--- src/rtl/mult_arb_pkg.sv ---
// Shared types and constants for the multiplier arbiter.
package mult_arb_pkg;

    typedef enum logic [1:0] {
        IDLE = 2'd0,
        RUN  = 2'd1,
        RESP = 2'd2
    } state_t;

    localparam int unsigned DW_DEFAULT = 32;
    localparam int unsigned RES_W      = 2 * DW_DEFAULT;

    localparam logic [RES_W-1:0] ERR_RESULT = '1;

endpackage

--- src/rtl/rr_arbiter.sv ---
// Round-robin grant: searches upward from the last granted index, with wrap-around.
module rr_arbiter
    import mult_arb_pkg::*;
#(
    parameter int unsigned N_REQ = 4,
    parameter int unsigned IDW   = $clog2(N_REQ)
) (
    input  logic             clk,
    input  logic             rst,
    input  logic [N_REQ-1:0] req,
    input  logic             advance,
    output logic [N_REQ-1:0] grant,
    output logic [IDW-1:0]   grant_idx
);

    logic [IDW-1:0] ptr;
    logic           found;
    int unsigned    cand;

    // First requester after ptr wins; ptr itself is checked last.
    always_comb begin
        grant     = '0;
        grant_idx = '0;
        found     = 1'b0;
        cand      = 0;
        for (int unsigned k = 1; k <= N_REQ; k++) begin
            cand = (32'(ptr) + k) % N_REQ;
            if (!found && req[cand[IDW-1:0]]) begin
                found                  = 1'b1;
                grant[cand[IDW-1:0]]   = 1'b1;
                grant_idx              = cand[IDW-1:0];
            end
        end
    end

    // Reset to the top index so requester 0 is searched first.
    always_ff @(posedge clk or posedge rst) begin
        if (rst) begin
            ptr <= IDW'(N_REQ - 1);
        end else if (advance) begin
            ptr <= grant_idx;
        end
    end

endmodule

--- src/rtl/mult_arbiter.sv ---
// Round-robin front end sharing one sequential multiplier among N_REQ requesters.
// Optional watchdog: define MULT_ARB_TIMEOUT_EN to add the RUN timeout and the rsp_err port.
module mult_arbiter
    import mult_arb_pkg::*;
#(
    parameter int unsigned N_REQ   = 4,
    parameter int unsigned DW      = DW_DEFAULT,
    parameter int unsigned IDW     = $clog2(N_REQ),
    parameter int unsigned TIMEOUT = 256
) (
    input  logic                clk,
    input  logic                rst,
    input  logic [N_REQ-1:0]    req_valid,
    output logic [N_REQ-1:0]    req_ready,
    input  logic [N_REQ*DW-1:0] req_multiplicand,
    input  logic [N_REQ*DW-1:0] req_multiplier,
    output logic [N_REQ-1:0]    rsp_valid,
    output logic [IDW-1:0]      rsp_id,
    output logic [2*DW-1:0]     rsp_result,
`ifdef MULT_ARB_TIMEOUT_EN
    output logic                rsp_err,
`endif
    output logic                busy,
    output logic [DW-1:0]       data_multiplicand,
    output logic [DW-1:0]       data_multiplier,
    input  logic [2*DW-1:0]     data_result,
    output logic                ctrl_enable,
    input  logic                ctrl_done
);

    if (N_REQ < 2 || N_REQ > 8 || TIMEOUT < 1) begin : g_param_check
        $error("mult_arbiter: unsupported N_REQ or TIMEOUT");
    end

    state_t             state, state_nx;
    logic [N_REQ-1:0]   grant;
    logic [IDW-1:0]     grant_idx;
    logic               accept;
    logic               tmo;

    logic               ctrl_enable_nx;
    logic               busy_nx;
    logic [N_REQ-1:0]   rsp_valid_nx;
    logic [IDW-1:0]     rsp_id_nx;
    logic [2*DW-1:0]    rsp_result_nx;
    logic [DW-1:0]      mcand_nx;
    logic [DW-1:0]      mplier_nx;
    logic               err_nx;

    assign accept = (state == IDLE) && (|grant);

    rr_arbiter #(
        .N_REQ (N_REQ),
        .IDW   (IDW)
    ) u_rr (
        .clk       (clk),
        .rst       (rst),
        .req       (req_valid),
        .advance   (accept),
        .grant     (grant),
        .grant_idx (grant_idx)
    );

`ifdef MULT_ARB_TIMEOUT_EN
    localparam int unsigned CNT_W = $clog2(TIMEOUT + 1);
    logic [CNT_W-1:0] cnt;

    // Cycles spent in RUN; saturates at TIMEOUT.
    always_ff @(posedge clk or posedge rst) begin
        if (rst) begin
            cnt <= '0;
        end else if (accept) begin
            cnt <= '0;
        end else if (state == RUN && cnt != CNT_W'(TIMEOUT)) begin
            cnt <= cnt + CNT_W'(1);
        end
    end

    assign tmo = (state == RUN) && (cnt == CNT_W'(TIMEOUT));
`else
    assign tmo = 1'b0;
`endif

    always_ff @(posedge clk or posedge rst) begin
        if (rst) begin
            state <= IDLE;
        end else begin
            state <= state_nx;
        end
    end

    always_comb begin
        state_nx = state;
        case (state)
            IDLE:    if (|grant) state_nx = RUN;
            RUN:     if (ctrl_done || tmo) state_nx = RESP;
            RESP:    state_nx = IDLE;
            default: state_nx = IDLE;
        endcase
    end

    // Combinational ready strobe plus next values of the registered outputs.
    always_comb begin
        req_ready      = '0;
        ctrl_enable_nx = ctrl_enable;
        rsp_valid_nx   = '0;
        rsp_id_nx      = rsp_id;
        rsp_result_nx  = rsp_result;
        mcand_nx       = data_multiplicand;
        mplier_nx      = data_multiplier;
        err_nx         = 1'b0;
        busy_nx        = (state_nx != IDLE);
        case (state)
            IDLE: begin
                req_ready = grant;
                if (accept) begin
                    ctrl_enable_nx = 1'b1;
                    rsp_id_nx      = grant_idx;
                    mcand_nx       = req_multiplicand[32'(grant_idx)*DW +: DW];
                    mplier_nx      = req_multiplier[32'(grant_idx)*DW +: DW];
                end
            end
            RUN: begin
                if (ctrl_done) begin
                    ctrl_enable_nx       = 1'b0;
                    rsp_result_nx        = data_result;
                    rsp_valid_nx[rsp_id] = 1'b1;
                end else if (tmo) begin
                    ctrl_enable_nx       = 1'b0;
                    rsp_result_nx        = '1;
                    rsp_valid_nx[rsp_id] = 1'b1;
                    err_nx               = 1'b1;
                end
            end
            RESP: begin
                ctrl_enable_nx = 1'b0;
            end
            default: begin
                ctrl_enable_nx = 1'b0;
            end
        endcase
    end

    // Async reset drops ctrl_enable immediately, abandoning any in-flight multiply.
    always_ff @(posedge clk or posedge rst) begin
        if (rst) begin
            ctrl_enable       <= 1'b0;
            busy              <= 1'b0;
            rsp_valid         <= '0;
            rsp_id            <= '0;
            rsp_result        <= '0;
            data_multiplicand <= '0;
            data_multiplier   <= '0;
        end else begin
            ctrl_enable       <= ctrl_enable_nx;
            busy              <= busy_nx;
            rsp_valid         <= rsp_valid_nx;
            rsp_id            <= rsp_id_nx;
            rsp_result        <= rsp_result_nx;
            data_multiplicand <= mcand_nx;
            data_multiplier   <= mplier_nx;
        end
    end

`ifdef MULT_ARB_TIMEOUT_EN
    always_ff @(posedge clk or posedge rst) begin
        if (rst) begin
            rsp_err <= 1'b0;
        end else begin
            rsp_err <= err_nx;
        end
    end
`else
    logic unused_err;
    assign unused_err = err_nx;
`endif

endmodule
--- config.mk ---
export PLATFORM = sky130hd
export DESIGN_NAME = mult_arbiter
export DESIGN_NICKNAME = d
export VERILOG_FILES = /design/src/rtl/mult_arb_pkg.sv /design/src/rtl/rr_arbiter.sv /design/src/rtl/mult_arbiter.sv
export SDC_FILE = /design/constraint.sdc
export NUM_CORES = 1
export LEC_CHECK = 0
export ABC_CLOCK_PERIOD_IN_PS = 5000
export CORE_AREA = 2 2 180 182
export CTS_BUF_LIST = sky130_fd_sc_hd__clkbuf_4 sky130_fd_sc_hd__clkbuf_8
export CTS_CLUSTER_DIAMETER = 100
export DETAILED_ROUTE_END_ITERATION = 7
export DIE_AREA = 0 0 182 184
export GPL_TIMING_DRIVEN = 0
export PLACE_DENSITY = 0.54
export SLEW_MARGIN = 20
export SYNTH_ARGS = -nofsm -noshare
export SYNTH_HDL_FRONTEND = slang
export SYNTH_HIERARCHICAL = 1
export SYNTH_SLANG_ARGS = --single-unit
--- constraint.sdc ---
create_clock -name clk -period 5 [get_ports clk]
set_clock_uncertainty 0.2 [all_clocks]
set_input_delay 0.5 -clock clk [delete_from_list [all_inputs] [get_ports clk]]
set_output_delay 0.5 -clock clk [all_outputs]
set_load 0.01 [all_outputs]
==> results of run 1 <==
-- state kept, by name, summed over array words and instances (netlist names) --
signal	count
rsp_valid	4
busy	1
rsp_id	2
state	2
rsp_result	64
u_rr/ptr	2
data_multiplier	32
data_multiplicand	32
ctrl_enable	1
-- cell families after synthesis --
group,Yosys count,synth area share
muxes,201,0.4285
and+or+nand+nor,31,0.02383
adders and majority gates,8,0.01352
DFF,140,0.4735
AOI/OAI and AO/OA,27,0.02400
buffers and inverters,41,0.03667
-- through the flow --
stage               setup slack [ns]  setup TNS, ns  hold slack (ns)
floorplan                     0.6038              0           0.2115
global placement              -1.903        -260.98           0.2880
detailed placement            0.5318              0           0.2930
CTS                           0.4199              0           0.3118
global route                  0.1409              0           0.3179
finish                        0.4310              0           0.3084
-- routing by layer --
layer  GRT usage  vias to the layer above  wire, µm
met3     0.03605                       25      1689
met1      0.2018                     3016     11230
met4     0.04290                        2       412
met5           0                        -        11
li1            -                     2701         -
met2      0.2858                      228     14620
-- cell type report --
class / count / area share
clock buffer: 17 / 0.01795
antenna: 1 / 0.0001920
multi-input combinational: 267 / 0.2783
tap: 402 / 0.03859
timing repair buffer: 467 / 0.3600
sequential: 140 / 0.2690
buffer: 31 / 0.01795
inverter: 10 / 0.003456
clock inverter: 15 / 0.01469
-- how the worst max path moves through the flow --
| stage | startpoint | to | slack, ns | cells after the start |
|---|---|---|---|---|
| global route | u_rr/ptr[0] | req_ready[1] | 0.14 | 11 |
| CTS | u_rr/ptr[0] | req_ready[2] | 0.42 | 11 |
| floorplan | rst | busy | 0.60 | 1 |
| detailed placement | u_rr/ptr[0] | data_multiplicand[10] | 0.53 | 12 |
| finish | u_rr/ptr[0] | req_ready[0] | 0.43 | 11 |
| global placement | rst | rsp_result[39] | -1.90 | 2 |
-- worst max-delay path: cells and delay by family (launching register included) --
family,cells,cell delay [ns]
compound gates,3,0.63
fa+ha+maj,1,0.41
buf+inv,4,1.12
flops,1,0.67
simple gates,3,0.59
-- power by group through the flow --
| stage | logic (mW) | clock network (mW) | registers, mW |
|---|---|---|---|
| final | 6.61 | 1.01 | 2.09 |
| after global placement | 6.71 | 0 | 2.10 |
| after CTS | 6.75 | 1.06 | 2.09 |
| after floorplan | 4.00 | 0 | 2.34 |
| after detailed placement | 6.71 | 0 | 2.11 |
| after global routing | 7.05 | 1.10 | 2.17 |
-- cells in the final DEF (no fill, tap or decap), drive strengths merged, types with 7 or more instances in the layout --
master	n
mux2	132
ha	8
o21ai	7
buf	28
nor2	7
and2	9
clkbuf	21
clkdlybuf4s50	466
inv	20
mux4	67
dfrtp	138
==> key figures, run 1 <==
CTS
  • # hold bufs at CTS: 0
  • Root buf cell: clkbuf_8
  • Clock Sinks: 140
  • Skew-Pair Late Insertion Delay: roughly 0.45 ns
  • H-tree Lvls: 4
  • CTS tree: built
  • Clock transition at the registers of the reported paths: 0.11 ns
  • Post-CTS Setup Bufs: 0
  • Post-CTS Resized: 0
  • Num CTS Buffers: 17
  • Maximum clock insertion buffer count: 2

Pwr
  • IR drop worst, VDD: 0.0003213 V
  • Sequential Power Share: 0.215
  • Clk pwr share: 0.104
  • Pwr/cell area: around 750 nW/µm²
  • Leakage: 5.184 nW
  • Psw: 3.541 mW
  • Internal power: 6.170 mW
  • Comb power frac: 0.681
  • Sw frac: 0.3647
  • Tot Pwr: approximately 9.7 mW

Logic synthesis
  • Top post-synthesis cells by count: dfrtp_1, mux2_2, mux4_2
  • Yosys top cell area share: 0.4664
  • Ys flop type: dfrtp_1
  • Post-synth EDFFs: 0
  • Synth warn: 6
  • Synthesized flop and latch total: 140
  • Mapped cell area: 7405 µm²
  • Most common cell in the synthesized netlist: dfrtp_1
  • Fraction of registers with async set/reset: 1.000
  • Syn nets: around 800
  • Number of unique standard cell types used by synthesis: 39
  • Synth Area per Inst: 16.53 µm²
  • Cell count after synthesis: roughly 450
  • Synth area leader: dfrtp_1
  • Sequential share of the synthesized area: 0.4735
  • Top cells by area, synth: dfrtp_1, mux4_2, mux2_2, mux2_4, buf_6

Min path
  • Hold Crit Endpoint: rsp_result[55]
  • Hold Crit Start: rsp_result[55]
  • WHS Path Cells: 1
  • Hold Path Class: reg2reg

Detailed routing
  • Routed vias: 5972
  • Iter 0 DRT Violations: about 230
  • Total Routed Length: 27.96 mm
  • First drt pass iteration count: 4
  • Via-to-Cell Ratio: 4.424
  • Wire length per cell: approximately 21 µm
  • DRC: 0
  • Post-DRT Antenna Nets: 0

Setup path
  • Reg2reg start: u_rr/ptr[0]
  • Setup CP Type: reg2out
  • CP max-delay cell: dfstp_2
  • R2r worst-path depth: 12
  • RR Endpoint: data_multiplicand[10]
  • Critical Path End Type: primary output
  • Worst setup SP type: flop
  • Worst-path fanout max: 10
  • Crit path DAT: roughly 3.9 ns
  • Crit path top cell by count: o21ai_0
  • Reg2reg setup slack: roughly 0.55 ns
  • Crit path cell chain: clkbuf_8 -> inv_1 -> ha_1 -> and2b_2 -> o21ai_0 -> and3_1 -> clkbuf_1 -> a31oi_1 -> o21ai_0 -> and2_1 -> clkdlybuf4s50_1
  • Slowest cell delay on critical path: between 0.6 and 0.7 ns
  • Critical Path RT: 4.30 ns

Die
  • I/O Pins: 467
  • Initial core utilization: 0.2359
  • Die height: around 180 µm
  • Core ar.: approximately 31000 µm²
  • DIE AREA: around 33000 µm²
  • Die X: 182 µm
  • Num rows: 65

Cells and area
  • Post-route insts no fill: 1350
  • Fillers: 2949
  • # nets final: 1269
  • Area growth from synthesis to layout: 76.04%
  • FF+latch area: approximately 3500 µm²
  • Share of post-route cells with drive strength above 1: 0.2798
  • Area of the multi-input gates: 3627 µm²
  • Layout Utilization: 0.4152
  • Design area: about 13000 µm²

Timing
  • Final Max Slew Viols: 0
  • Slew margin rel.: 0.4718
  • Final Cycle Share: 0.9138
  • RSZ-0062 raised after global routing: no
  • Fin crit period: 4.569 ns
  • Worst-margin pin slew: 0.7922 ns
  • Fmax: 218.9 MHz
  • Final-report setup violation count: 0
  • Final hold viol count: 0

Global routing
  • GRT overflow: 0
  • Vias in the first global route: ~6.4k
  • First-pass GRT wire length: 40.52 mm
  • Largest net degree at the start of global routing: 82
  • GRT Total Usage: 0.1626
  • Initial antenna violation count: 2

Placed design
  • Area after DPL: 12610 µm²
  • Detail Placement HPWL: about 22 mm
  • Placed Instances: 1317
  • # port buffers: 466
  • Global placement routability congestion: between 0.8 and 0.9

Run status
  • Status: finished clean

Job
  • Number of max-cap violations: 0
(Power assumes the default switching activity.)
==> inputs of run 2 (changes only) <==
--- a/config.mk
+++ b/config.mk
@@ -5,14 +5,16 @@
 export SDC_FILE = /design/constraint.sdc
 export NUM_CORES = 1
 export LEC_CHECK = 0
+export ABC_AREA = 1
 export ABC_CLOCK_PERIOD_IN_PS = 5000
-export CORE_AREA = 2 2 180 182
+export CORE_AREA = 2 2 181 183
 export CTS_BUF_LIST = sky130_fd_sc_hd__clkbuf_4 sky130_fd_sc_hd__clkbuf_8
 export CTS_CLUSTER_DIAMETER = 100
 export DETAILED_ROUTE_END_ITERATION = 7
-export DIE_AREA = 0 0 182 184
+export DIE_AREA = 0 0 183 185
+export GPL_ROUTABILITY_DRIVEN = 0
 export GPL_TIMING_DRIVEN = 0
-export PLACE_DENSITY = 0.54
+export PLACE_DENSITY = 0.58
 export SLEW_MARGIN = 20
 export SYNTH_ARGS = -nofsm -noshare
 export SYNTH_HDL_FRONTEND = slang
==> key figures, run 2 <==
Timing
  • Setup TNS: 0 ns (unchanged)
  • Fin crit period: 3.905 ns (-0.6637 ns)
  • Final hold viol count: 0 (unchanged)
  • RSZ-0062 raised after global routing: no
  • Fmax: 256.1 MHz (+17%)
  • Slew margin rel.: 0.6253 (+0.1535)
  • Final Max Slew Viols: 0 (unchanged)
  • Final-report setup violation count: 0 (unchanged)
  • Worst-margin pin slew: 0.5620 ns (-0.2302 ns)
  • Final Cycle Share: 0.7810 (-0.1327)

Logic synthesis
  • Synth area leader: dfrtp_1
  • Cell count after synthesis: 1416 (+220%)
  • Synth warn: 6 (unchanged)
  • Post-synth EDFFs: 0 (unchanged)
  • Mapped cell area: 8830 µm² (+19%)
  • Top cells by area, synth: dfrtp_1, nand2_1, inv_1, nand3_1, buf_2
  • Ys flop type: dfrtp_1
  • Sequential share of the synthesized area: 0.3971 (-0.07642)
  • Synth Area per Inst: 6.236 µm² (-62%)
  • Syn nets: 1751 (+120%)
  • Most common cell in the synthesized netlist: nand2_1
  • Synthesized flop and latch total: 140 (unchanged)
  • Fraction of registers with async set/reset: 1.000 (unchanged)
  • Yosys top cell area share: 0.3911 (-0.07527)
  • Number of unique standard cell types used by synthesis: 29 (-26%)
  • Top post-synthesis cells by count: nand2_1, inv_1, dfrtp_1

Setup path
  • Worst setup SP type: flop
  • Critical Path End Type: primary output
  • Reg2reg setup slack: 1.48 ns (+0.93 ns)
  • Setup CP Type: reg2out
  • R2r worst-path depth: 18 (+6)
  • Critical Path RT: 4.30 ns (about the same)
  • RR Endpoint: data_multiplicand[7]
  • Reg2reg start: u_rr/ptr[0]
  • Worst-path fanout max: 11 (+1)
  • Crit path DAT: 3.21 ns (-0.66 ns)

Cells and area
  • Area growth from synthesis to layout: 63.44%
  • Top Registers: rsp_result: 64 flops, data_multiplicand: 32 flops, data_multiplier: 32 flops
  • # nets final: 2237 (+76%)
  • Commonest non-fill, non-tap cell in the layout: nand2_1
  • Reg with most FFs: rsp_result
  • Most frequent cells in the layout: nand2_1, clkdlybuf4s50_1, inv_1, dfrtp_1, nand3_1
  • Max reg flops: 64 (unchanged)
  • Share of post-route cells with drive strength above 1: 0.06789 (-0.2119)

Die
  • Die height: 185 µm (+0.54%)
  • I/O Pins: 467 (unchanged)
  • Num rows: 66 (+1.5%)
  • Initial core utilization: 0.2756 (+0.03971)
  • Die X: 183 µm (+0.55%)
  • DIE AREA: 33860 µm² (+1.1%)
  • Core ar.: 32040 µm² (+2.1%)

Global routing
  • GRT Total Usage: 0.2194 (+0.05672)
  • First-pass GRT wire length: 56.38 mm (+39%)
  • Largest net degree at the start of global routing: 98 (+20%)
  • GRT overflow: 0 (unchanged)
  • Vias in the first global route: 9779 (+53%)
  • Initial antenna violation count: 1 (-1)

Placed design
  • Detail Placement HPWL: 29.70 mm (+32%)
  • # port buffers: 466 (unchanged)

CTS
  • Skew-Pair Late Insertion Delay: 0.44 ns (about the same)
  • # hold bufs at CTS: 0 (unchanged)
  • CTS tree: built
  • Num CTS Buffers: 17 (unchanged)
  • H-tree Lvls: 4 (unchanged)
  • Post-CTS Setup Bufs: 0 (unchanged)
  • Root buf cell: clkbuf_8
  • Clock transition at the registers of the reported paths: 0.11 ns (about the same)
  • Post-CTS Resized: 0 (unchanged)
  • Maximum clock insertion buffer count: 2 (unchanged)
  • Clock Sinks: 140 (unchanged)

Detailed routing
  • Iter 0 DRT Violations: 373 (+63%)
  • DR WL met2: 19.04 mm (+30%)
  • DRC: 0 (unchanged)
  • First drt pass iteration count: 4 (unchanged)
  • Highest metal used: met4
  • Post-DRT Antenna Nets: 0 (unchanged)
  • Total Routed Length: 38.10 mm (+36%)
  • Met3 WL: 3.005 mm (+78%)
  • WL met1: 15.53 mm (+38%)
  • Wire length per cell: 16.39 µm (-21%)
  • Routed vias: 10.14k (+70%)
  • Via-to-Cell Ratio: 4.363 (-1.4%)

Pwr
  • Tot Pwr: 10.89 mW (+12%)
  • Leakage: 7.942 nW (+53%)
  • Pwr/cell area: 754.4 nW/µm² (+1.3%)
  • IR drop worst, VDD: 0.0003694 V (+15%)

Run status
  • Status: finished clean

Job
  • Number of max-cap violations: 0 (unchanged)

Min path
  • Hold Path Class: in2async
-- run 2: changes by cell type after synthesis, sizes merged, moves of 6 or more --
cell	previous run	this run
mux4	67	0
and2	9	1
mux2	132	0
nand3	1	137
nor2	7	13
buf	27	63
inv	10	277
nand2	5	754
-- run 2: cell families (layout without fill, tap and decap cells) --
family | count (synthesis) | count (layout) | synth area share
compound gates | 7 | 7 | 0.004535
simple gates | 913 | 913 | 0.4262
fa+ha+maj | 8 | 8 | 0.01134
buf+inv | 348 | 847 | 0.1608
other cells | 0 | 1 | 0
flops | 140 | 140 | 0.3971
-- run 2: worst max-delay path by stage --
stage               slack (ns)   startpoint  cells past startpoint              endpoint
global placement         -1.81          rst                      2        rsp_result[36]
detailed placement        1.47  u_rr/ptr[0]                     18  data_multiplicand[7]
floorplan                 0.60          rst                      1                  busy
global route              0.87  u_rr/ptr[0]                     14          req_ready[1]
finish                    1.09  u_rr/ptr[0]                     14          req_ready[1]
CTS                       1.09  u_rr/ptr[0]                     14          req_ready[1]
-- run 2: where the power goes --
group | switching [mW] | internal (mW) | total, mW
logic | 4.90 | 2.97 | 7.87
clock network | 0.552 | 0.419 | 0.970
registers | 0.321 | 1.73 | 2.05
total | 5.77 | 5.12 | 10.9
-- run 2: critical path, cell delays in order (launching register included) --
cell             delay, ns
dfstp_2               0.67
inv_2                 0.15
ha_1                  0.39
inv_1                 0.16
nand3_1               0.13
nand2_1               0.08
nand2_1               0.06
inv_2                 0.07
nand2_2               0.05
inv_2                 0.11
nand2_2               0.06
nand4_1               0.10
inv_1                 0.06
nor2_1                0.09
clkdlybuf4s50_1       0.57
-- run 2: layer usage --
metal / global-route usage / vias to the layer above
met4: 0.05120 / 0
met2: 0.3995 / 377
met3: 0.06429 / 19
met1: 0.2529 / 4674
met5: 0 / -
li1: - / 5069
-- run 2: cell type report --
type / count / area (µm²)
multi-input combinational: 928 / 3904
fill: 3364 / 17610
tap: 408 / 510.5
antenna: 1 / 2.502
inverter: 278 / 1051
timing repair buffer: 467 / 4692
clock inverter: 14 / 147.6
buffer: 70 / 376.6
sequential: 140 / 3506
clock buffer: 18 / 241.5
-- run 2: metrics by stage --
stage	instances	hold slack, ns	util	setup WS [ns]	instance area (µm²)
final	2324	0.2681	0.4504	1.095	14430
after global routing	2324	0.2803	0.4504	0.8650	14430
after CTS	2323	0.2843	0.4503	1.089	14430
after detailed placement	2291	0.2618	0.4382	1.469	14040
after global placement	2290	0.2608	0.4371	-1.808	14000
after floorplan	1416	0.2115	-	0.6038	8830
==> inputs of run 3 (changes only) <==
--- a/config.mk
+++ b/config.mk
@@ -6,15 +6,15 @@
 export NUM_CORES = 1
 export LEC_CHECK = 0
 export ABC_AREA = 1
-export ABC_CLOCK_PERIOD_IN_PS = 5000
-export CORE_AREA = 2 2 181 183
+export ABC_CLOCK_PERIOD_IN_PS = 3300
+export CORE_AREA = 2 2 183 185
 export CTS_BUF_LIST = sky130_fd_sc_hd__clkbuf_4 sky130_fd_sc_hd__clkbuf_8
 export CTS_CLUSTER_DIAMETER = 100
 export DETAILED_ROUTE_END_ITERATION = 7
-export DIE_AREA = 0 0 183 185
+export DIE_AREA = 0 0 185 187
 export GPL_ROUTABILITY_DRIVEN = 0
 export GPL_TIMING_DRIVEN = 0
-export PLACE_DENSITY = 0.58
+export PLACE_DENSITY = 0.59
 export SLEW_MARGIN = 20
 export SYNTH_ARGS = -nofsm -noshare
 export SYNTH_HDL_FRONTEND = slang
==> constraint.sdc (replaced) <==
create_clock -name clk -period 3.3 [get_ports clk]
set_clock_uncertainty 0.2 [all_clocks]
set_input_delay 0.33 -clock clk [delete_from_list [all_inputs] [get_ports clk]]
set_output_delay 0.33 -clock clk [all_outputs]
set_load 0.01 [all_outputs]
==> key figures, run 3 (same netlist as run 2, synthesis figures left out) <==
Global routing
  • Largest net degree at the start of global routing: 31 (-68%)
  • First-pass GRT wire length: 55.75 mm (-1.1%)
  • Met2 Use GR: 0.3914 (-0.008160)
  • GRT Total Usage: 0.2126 (-0.006788)
  • GRT overflow: 0 (unchanged)
  • Vias in the first global route: 9881 (+1.0%)
  • Met3 Use GR: 0.06367 (-0.0006259)
  • GRT Max-Usage Layer: met2
  • Global Route met1 Usage: 0.2338 (-0.01909)
  • Initial antenna violation count: 0 (-1)

Cells and area
  • FF+latch area: 3506 µm² (unchanged)
  • Commonest non-fill, non-tap cell in the layout: nand2_1
  • Share of post-route cells with drive strength above 1: 0.07284 (+0.004956)
  • Post-route insts no fill: 2370 (+2.0%)
  • Reg with most FFs: rsp_result
  • Max reg flops: 64 (unchanged)
  • Fillers: 3432 (+2.0%)
  • # nets final: 2244 (+0.31%)
  • Most frequent cells in the layout: nand2_1, clkdlybuf4s50_1, inv_1, dfrtp_1, nand3_1
  • Number of antenna diodes: 0 (-1)
  • Area of the multi-input gates: 3916 µm² (+0.32%)
  • Area growth from synthesis to layout: 65.25%
  • Top Registers: rsp_result: 64 flops, data_multiplicand: 32 flops, data_multiplier: 32 flops

Pwr
  • Psw: 8.585 mW (+49%)
  • IR drop worst, VDD: 0.0005968 V (+62%)
  • Internal power: 7.815 mW (+53%)
  • Sw frac: 0.5235 (-0.006446)
  • Pwr/cell area: 1124 nW/µm² (+49%)
  • Sequential Power Share: 0.188 (about the same)
  • Leakage: 7.994 nW (+0.64%)
  • Clk pwr share: 0.089 (about the same)
  • Comb power frac: 0.723 (about the same)

Detailed routing
  • Routed vias: 10.03k (-1.0%)
  • Post-DRT Antenna Nets: 0 (unchanged)
  • Total Routed Length: 37.19 mm (-2.4%)
  • Iter 0 DRT Violations: 381 (+2.1%)
  • First drt pass iteration count: 6 (+2)
  • DRC: 0 (unchanged)
  • Wire length per cell: 15.69 µm (-4.3%)
  • Via-to-Cell Ratio: 4.233 (-3.0%)

CTS
  • Root buf cell: clkbuf_8
  • Skew-Pair Late Insertion Delay: 0.46 ns (+0.02 ns)
  • Clock transition at the registers of the reported paths: 0.11 ns (about the same)
  • CTS tree: built
  • H-tree Lvls: 4 (unchanged)
  • Num CTS Buffers: 17 (unchanged)
  • Maximum clock insertion buffer count: 2 (unchanged)
  • Clock Sinks: 140 (unchanged)

Timing
  • Final-report setup violation count: 0 (unchanged)
  • Fmax: between 300 and 400 MHz
  • Fin crit period: a little over 3 ns
  • Final hold viol count: 0 (unchanged)
  • Setup TNS: 0 ns (unchanged)
  • Final Max Slew Viols: 0 (unchanged)
  • Slew margin rel.: 0.6136 (-0.01170)
  • RSZ-0062 raised after global routing: no
  • Worst-margin pin slew: 0.5795 ns (+0.01755 ns)
  • Final Cycle Share: 0.9373

Die
  • Initial core utilization: 0.2687 (-0.006883)
  • Die height: 187 µm (+1.1%)
  • Die X: 185 µm (+1.1%)
  • Core ar.: 32860 µm² (+2.6%)
  • Num rows: 67 (+1.5%)
  • DIE AREA: 34600 µm² (+2.2%)
  • I/O Pins: 467 (unchanged)

Setup path
  • Worst setup SP type: flop
  • Crit path DAT: 2.56 ns (-0.65 ns)
  • Worst-path fanout max: 9 (-2)
  • Setup CP Type: reg2out
  • Critical Path RT: 2.77 ns (-1.53 ns)
  • Critical Path End Type: primary output

Min path
  • Hold Path Class: in2reg

Run status
  • Status: finished clean

Placed design
  • # port buffers: 466 (unchanged)
  • Placed Instances: 2335 (+1.9%)
  • Detail Placement HPWL: 29.74 mm (+0.14%)

Job
  • Number of max-cap violations: 0 (unchanged)
[run 3: cell type report]
type,instances,area share
timing repair buffer,474,0.3275
multi-input combinational,928,0.2684
sequential,140,0.2403
inverter,278,0.07177
tap,448,0.03842
buffer,70,0.02667
clock buffer,18,0.01698
clock inverter,14,0.01003
[run 3: stage by stage]
stage | hold slack [ns] | area [µm²] | worst slack (ns) | power (mW) | utilization
after detailed placement | 0.2637 | 14160 | -0.1549 | 15.07 | 0.4309
after global routing | 0.1737 | 14590 | 0.004504 | 18.11 | 0.4440
after CTS | 0.1574 | 14590 | 0.1316 | 16.62 | 0.4438
after global placement | 0.2605 | 14060 | -0.4555 | 14.92 | 0.4278
after floorplan | 0.04150 | 8833 | 0.5965 | 10.11 | -
final | 0.1851 | 14590 | 0.2068 | 16.40 | 0.4440
[run 3: layer usage]
metal | part of all wire | wire [µm]
met5 | 0 | 0
met1 | 0.38 | 14180
met2 | 0.51 | 18970
met3 | 0.087 | 3228
met4 | 0.022 | 818
[run 3: power by group through the flow]
| stage | clock [mW] | sequential (mW) | combinational (mW) |
|---|---|---|---|
| floorplan | 0 | 3.45 | 6.66 |
| global placement | 0 | 3.11 | 11.8 |
| detailed placement | 0 | 3.14 | 11.9 |
| CTS | 1.51 | 3.08 | 12.0 |
| global route | 1.58 | 3.17 | 13.4 |
| finish | 1.46 | 3.08 | 11.9 |
[run 3: timing repair]
action	in CTS	in global routing
buffers inserted	2	0
setup endpoints to repair	42	14
resized for setup	6	10
hold endpoints to repair	8	0
hold buffers	1	0
[run 3: final timing paths]
kind,slack [ns],end,cells past startpoint,startpoint
setup / recovery,0.21,req_ready[2],14,u_rr/ptr[0]
hold / removal,0.19,rsp_result[3],3,data_result[3]
setup reg to reg,0.25,data_multiplicand[20],17,u_rr/ptr[1]
hold reg to reg,0.28,rsp_result[63],2,rsp_result[63]
max in group asynchronous,1.27,rsp_result[39],7,rst
min in group asynchronous,0.54,data_multiplicand[6],3,rst
[run 3: worst max-delay path, cell delays in order, from the launching register on]
cell           delay, ns
dfstp_2             0.56
inv_2               0.11
ha_4                0.28
inv_2               0.09
nand3_1             0.12
nand2_1             0.08
nand2_1             0.06
inv_2               0.07
nand2_2             0.06
inv_2               0.10
nand2_2             0.06
nand3_2             0.07
inv_1               0.05
nor2_1              0.09
dlygate4sd2_1       0.30
